===== src/rtl/collector_capture_ctrl.sv =====
`default_nettype none
// ============================================================================
//  Module      : collector_capture_ctrl
//  Description : Capture sequencer in front of data_collector. Arms on a
//                pulse, waits for a trigger (immediate, external rising edge
//                or masked data match on one port), then issues `length`
//                write strobes with optional decimation and reports done.
//                The write strobe and a registered copy of the packed port
//                data leave the block aligned to each other.
//  Ports       : clk, resetn           - capture clock, async active-low reset
//                arm, abort            - 1-cycle control pulses
//                length, decim         - capture length / decimation (latched at arm)
//                trig_mode, trig_ext   - trigger source select, external trigger
//                trig_port/value/mask  - data-match trigger setup
//                data_in               - packed live port data, port 0 in MSBs
//                we, data_out          - collector write strobe and data
//                busy, done, sample_cnt- status
//  Revision    : 1.0 - initial release
// ============================================================================
module collector_capture_ctrl #(
    parameter int NUM_PORTS  = 2,
    parameter int DATA_WIDTH = 8,
    parameter int DATA_DEPTH = 1024,
    parameter int CNT_WIDTH  = $clog2(DATA_DEPTH) + 1,
    parameter int PORT_W     = (NUM_PORTS > 1) ? $clog2(NUM_PORTS) : 1
) (
    input  logic                            clk,
    input  logic                            resetn,
    input  logic                            arm,
    input  logic                            abort,
    input  logic [CNT_WIDTH-1:0]            length,
    input  logic [15:0]                     decim,
    input  logic [1:0]                      trig_mode,
    input  logic                            trig_ext,
    input  logic [PORT_W-1:0]               trig_port,
    input  logic [DATA_WIDTH-1:0]           trig_value,
    input  logic [DATA_WIDTH-1:0]           trig_mask,
    input  logic [NUM_PORTS*DATA_WIDTH-1:0] data_in,
    output logic                            we,
    output logic [NUM_PORTS*DATA_WIDTH-1:0] data_out,
    output logic                            busy,
    output logic                            done,
    output logic [CNT_WIDTH-1:0]            sample_cnt
);

    typedef enum logic [1:0] {
        S_IDLE    = 2'd0,
        S_ARMED   = 2'd1,
        S_CAPTURE = 2'd2,
        S_DONE    = 2'd3
    } state_t;

    localparam logic [CNT_WIDTH-1:0] c_depth = CNT_WIDTH'(DATA_DEPTH);

    state_t                 r_state;
    logic [CNT_WIDTH-1:0]   r_len_l;
    logic [15:0]            r_decim_l;
    logic [15:0]            r_dc;
    logic                   r_trig_ext_q;

    logic [CNT_WIDTH-1:0]   w_len_clamped;
    logic [CNT_WIDTH-1:0]   w_cnt_inc;
    logic [NUM_PORTS-1:0]   w_port_hit;
    logic                   w_match;
    logic                   w_ext_rise;
    logic                   w_trig;

    assign w_len_clamped = (length > c_depth) ? c_depth : length;
    assign w_cnt_inc     = sample_cnt + CNT_WIDTH'(1);

    // One hit bit per port; only the port selected by trig_port can hit, so an
    // out-of-range index simply never matches.
    generate
        for (genvar gi = 0; gi < NUM_PORTS; gi++) begin : g_port_match
            logic [DATA_WIDTH-1:0] w_port;
            assign w_port = data_in[(NUM_PORTS-1-gi)*DATA_WIDTH +: DATA_WIDTH];
            assign w_port_hit[gi] = (trig_port == PORT_W'(gi)) &&
                                    (((w_port ^ trig_value) & trig_mask) == '0);
        end
    endgenerate

    assign w_match    = |w_port_hit;
    // The previous-cycle copy is kept in every state so a level already high
    // when arming cannot look like an edge.
    assign w_ext_rise = trig_ext & ~r_trig_ext_q;

    always_comb begin
        w_trig = 1'b0;
        case (trig_mode)
            2'b01:   w_trig = w_ext_rise;
            2'b10:   w_trig = w_match;
            default: w_trig = 1'b1;   // 00 and 11 are immediate
        endcase
    end

    always_ff @(posedge clk or negedge resetn) begin
        if (!resetn) begin
            r_state      <= S_IDLE;
            r_len_l      <= '0;
            r_decim_l    <= '0;
            r_dc         <= '0;
            r_trig_ext_q <= 1'b0;
            we           <= 1'b0;
            data_out     <= '0;
            busy         <= 1'b0;
            done         <= 1'b0;
            sample_cnt   <= '0;
        end else begin
            r_trig_ext_q <= trig_ext;
            we           <= 1'b0;

            if (abort) begin
                // Abort beats any same-cycle arm or trigger; count is kept.
                r_state <= S_IDLE;
                busy    <= 1'b0;
                done    <= 1'b0;
            end else begin
                case (r_state)
                    S_IDLE, S_DONE: begin
                        if (arm) begin
                            r_len_l    <= w_len_clamped;
                            r_decim_l  <= decim;
                            sample_cnt <= '0;
                            if (w_len_clamped == '0) begin
                                r_state <= S_DONE;
                                busy    <= 1'b0;
                                done    <= 1'b1;
                            end else begin
                                r_state <= S_ARMED;
                                busy    <= 1'b1;
                                done    <= 1'b0;
                            end
                        end
                    end

                    S_ARMED: begin
                        if (w_trig) begin
                            // The trigger sample itself is the first write.
                            we         <= 1'b1;
                            data_out   <= data_in;
                            sample_cnt <= w_cnt_inc;
                            r_dc       <= r_decim_l;
                            if (w_cnt_inc == r_len_l) begin
                                r_state <= S_DONE;
                                busy    <= 1'b0;
                                done    <= 1'b1;
                            end else begin
                                r_state <= S_CAPTURE;
                            end
                        end
                    end

                    S_CAPTURE: begin
                        if (r_dc == '0) begin
                            we         <= 1'b1;
                            data_out   <= data_in;
                            sample_cnt <= w_cnt_inc;
                            r_dc       <= r_decim_l;
                            // Last write lands together with the DONE state.
                            if (w_cnt_inc == r_len_l) begin
                                r_state <= S_DONE;
                                busy    <= 1'b0;
                                done    <= 1'b1;
                            end
                        end else begin
                            r_dc <= r_dc - 16'd1;
                        end
                    end

                    default: begin
                        r_state <= S_IDLE;
                        busy    <= 1'b0;
                        done    <= 1'b0;
                    end
                endcase
            end
        end
    end

endmodule
`default_nettype wire


===== config.mk =====
export PLATFORM = sky130hd
export DESIGN_NAME = collector_capture_ctrl
export DESIGN_NICKNAME = d
export VERILOG_FILES = /design/src/rtl/collector_capture_ctrl.sv
export SDC_FILE = /design/constraint.sdc
export NUM_CORES = 1
export LEC_CHECK = 0
export CORE_MARGIN = 8
export CORE_UTILIZATION = 46
export DETAILED_ROUTE_END_ITERATION = 8
export PLACE_DENSITY = 0.73
export RECOVER_POWER = 50
export SLEW_MARGIN = 20
export SYNTH_ARGS = -nofsm -noshare
export SYNTH_HDL_FRONTEND = slang
export SYNTH_SLANG_ARGS = --single-unit
export TNS_END_PERCENT = 10

===== constraint.sdc =====
create_clock -name clk -period 2.6 [get_ports clk]
set_clock_uncertainty 0.1 [all_clocks]
set_input_delay 0.39 -clock clk [delete_from_list [all_inputs] [get_ports clk]]
set_output_delay 0.39 -clock clk [all_outputs]
set_load 0.01 [all_outputs]

==> metrics.yaml <==
status: "complete, no violations"
setup_viol_count_final: 0
drt-initial-drc-count: 157
grt_max_degree: 50
grt_pass1_wl_mm: 18.7
timing.final.ws_setup_ns: 0.121
power_density_nw_per_um2: 997
n_fill_cell: 699
cts_sinks: 76
min-delay-start: "data_out[14]"
syn_to_final_growth_pct: 34.8
yosysWarningCount: 0
period_share_pct: 95.3
ios: 97
cp-start-kind: "register"
timing.fmax_mhz: 403
via_count: 3660
avgSynthCellArea_sq_um: 10.1
seq_area_frac_synth_pct: 45.6
io_buffers: 96
cp.arrival_ns: 2.61
path_buf_inv: 1
hold_end: "data_out[14]"
maxSlewHeadroom_pct: 18.2
syn-instance-count: 412
synth_edf_count: 0
cts.htree.levels: 3
path_class: "register to register"
utilization_pct: 64.2
netlist_top_cells_area: "dfrtp_1, mux2_2, xor2_1"
wl_per_cell_um: 17.3
grt_util_all_layers_pct: 18.2
clk_path_buf_depth: 2
r2r_end: "r_state[1]"
antenna_found_initial: 0
post-cts-setup-buffers: 0
drt-vias-per-instance: 5.68
grt_pass1_vias: 3737
required_ns: 2.73
async_flop_share_pct: 100
antenna_cells: 0
seq_area_sq_um: 1900
wirelength_mm: 11.1
synth_nets: 486
clockRootBuffer: "clkbuf_8"
fin_crit_ns: 2.48
num-nets-final: 605
gp_congestion: 0.874
ir_drop_v: 0.000467
crit_top_cell: "a211oi_1"
cp_max_fo: 6
pre_cts_slack_ns: -0.210
rsz0062_at_grt: "no"
core_area_sq_um: 8760
hold_violations: 0
slew_viol_final: 0
crit_chain: "ha_4 > xor2_2 > o311ai_0 > a2111oi_1 > o211a_1 > nand4_1 > buf_4 > a211oi_1 > a211oi_1"
cts_tree: "yes"
crit_slowest_cell: "a2111oi_1"
start_util_pct: 47.6
clk_latency_ns: 0.35
tightest_slew_ns: 1.23
drive_gt1_share_pct: 17.7
ys_ff_latch: 76
crit_path_end_kind: "register"
cpPeakStageDelay_ns: 0.44
yosys.area.top_type: "dfrtp_1"
drc: 0
gr-total-overflow: 0
hold_path_depth: 1
ant_nets: 0
synth_cell_type_count: 64
synth.top_cell.area_share_pct: 45.6
die_area_sq_um: 12400
r2r_start: "sample_cnt[0]"
hpwl_mm: 8.59
min_path_type: "register to register"
syn_area_sq_um: 4170
multi_input_area_sq_um: 2170
cts_buffers: 9
rrSetupSlack_ns: 0.12
drv_cap: 0
cp_top_family: "compound AO/OA/AOI/OAI gates"
fp.dieW_um: 111
rows: 34
rr_worst_depth: 9
drt_pass1_iterations: 4
ys.flop_type: "dfrtp_1"
path_clk_slew_ns: 0.08
leakage_nw: 2.37
die_h_um: 111
power by group:
part / internal [mW] / switching (mW)
registers: 1.69 / 0.382
clock network: 0.371 / 0.449
logic: 1.40 / 1.32
routing by layer:
layer	GRT usage, %	share of wire, %	up-vias
li1	-	-	1762
met2	31.1	51	115
met4	7.29	1.9	0
met5	0	0	-
met3	3.68	4.3	18
met1	21.9	43	1765
flip-flops by register name, indices dropped and copies added, names as in the netlist:
signal,count
busy,1
data_out,16
done,1
r_dc,16
r_decim_l,16
r_len_l,11
r_state,2
r_trig_ext_q,1
sample_cnt,11
we,1
cells in the mapped netlist, drive strengths merged (2+ instances only):
cell	number
nor3b	3
dfrtp	76
a2111oi	2
nand3	14
nand4	4
xnor2	5
or3	2
a22o	5
nor2	24
xor2	23
inv	13
a21oi	26
nor3	10
nand2b	10
a21o	3
o2bb2ai	4
o31ai	3
nor4	5
or2	2
ha	7
o22ai	2
mux2	34
o211a	2
o41ai	2
and2	4
buf	10
clkbuf	9
o21a	3
and4	2
a222oi	2
a211oi	5
and3b	2
o21ai	43
a31oi	4
a22oi	6
and3	4
nand2	21
through the flow:
stage / TNS [ns] / hold slack, ns / std cells / total power, mW / area (sq um)
floorplan: 0 / -0.00559 / 412 / 3.70 / 4170
global placement: -3.28 / 0.354 / 627 / 4.68 / 5430
detailed placement: -4.47 / 0.365 / 627 / 4.81 / 5430
CTS: 0 / 0.394 / 644 / 5.65 / 5620
global route: 0 / 0.431 / 644 / 6.06 / 5630
finish: 0 / 0.403 / 644 / 5.61 / 5630
layout make-up:
| type | count | share of cell area [%] |
|---|---|---|
| Clock buffer | 10 | 2.45 |
| Sequential cell | 76 | 33.8 |
| Timing Repair Buffer | 127 | 21.3 |
| Multi-Input combinational cell | 304 | 38.5 |
| Inverter | 13 | 0.867 |
| Tap cell | 108 | 2.40 |
| Clock inverter | 6 | 0.689 |
cells by family after synthesis:
group	share of synthesized area [%]
fa+ha+maj	2.10
flops	45.6
buf+inv	3.30
compound gates	19.7
simple gates	14.3
mux	9.17
xor+xnor	5.88
cell usage in the layout (no fill, tap or decap), types with 3 or more instances in the layout:
cell type | synthesis | final
o31ai_1 | 3 | 3
a21o_1 | 3 | 3
o2bb2ai_1 | 4 | 4
a22oi_1 | 6 | 6
and3_1 | 4 | 4
nor3b_1 | 3 | 3
xnor2_1 | 5 | 5
a31oi_1 | 4 | 4
nand2b_1 | 10 | 10
o21a_1 | 3 | 3
nand3_1 | 14 | 14
nor2_1 | 24 | 24
inv_1 | 13 | 13
nand4_1 | 3 | 3
a22o_1 | 5 | 5
xor2_1 | 23 | 22
nor3_1 | 9 | 9
a21oi_1 | 25 | 24
clkinv_2 | 0 | 3
nor4_1 | 4 | 4
dlygate4sd3_1 | 0 | 9
buf_4 | 2 | 27
nand2_1 | 20 | 20
o21ai_0 | 30 | 30
clkdlybuf4s50_1 | 0 | 87
ha_1 | 7 | 6
o21ai_1 | 12 | 12
dfrtp_1 | 76 | 76
mux2_2 | 34 | 34
clkbuf_8 | 0 | 10
a211oi_1 | 4 | 4
and2_1 | 4 | 4
repair_timing:
action / in CTS / in global routing
resized for setup: 2 / 5
hold buffers: 1 / 0
setup endpoints to repair: 4 / 5
pin swaps: 1 / 2
endpoints found under the hold margin: 48 / 0
how the worst max path moves through the flow:
stage | startpoint | endpoint | slack, ns | depth (start not counted)
floorplan | sample_cnt[1] | r_state[0] | 0.13 | 9
global placement | data_in[14] | sample_cnt[0] | -0.18 | 7
detailed placement | data_in[5] | sample_cnt[0] | -0.21 | 7
CTS | sample_cnt[0] | busy | 0.01 | 9
global route | sample_cnt[0] | r_state[1] | 0.004 | 9
finish | sample_cnt[0] | r_state[1] | 0.12 | 9
(Power assumes the default switching activity.)
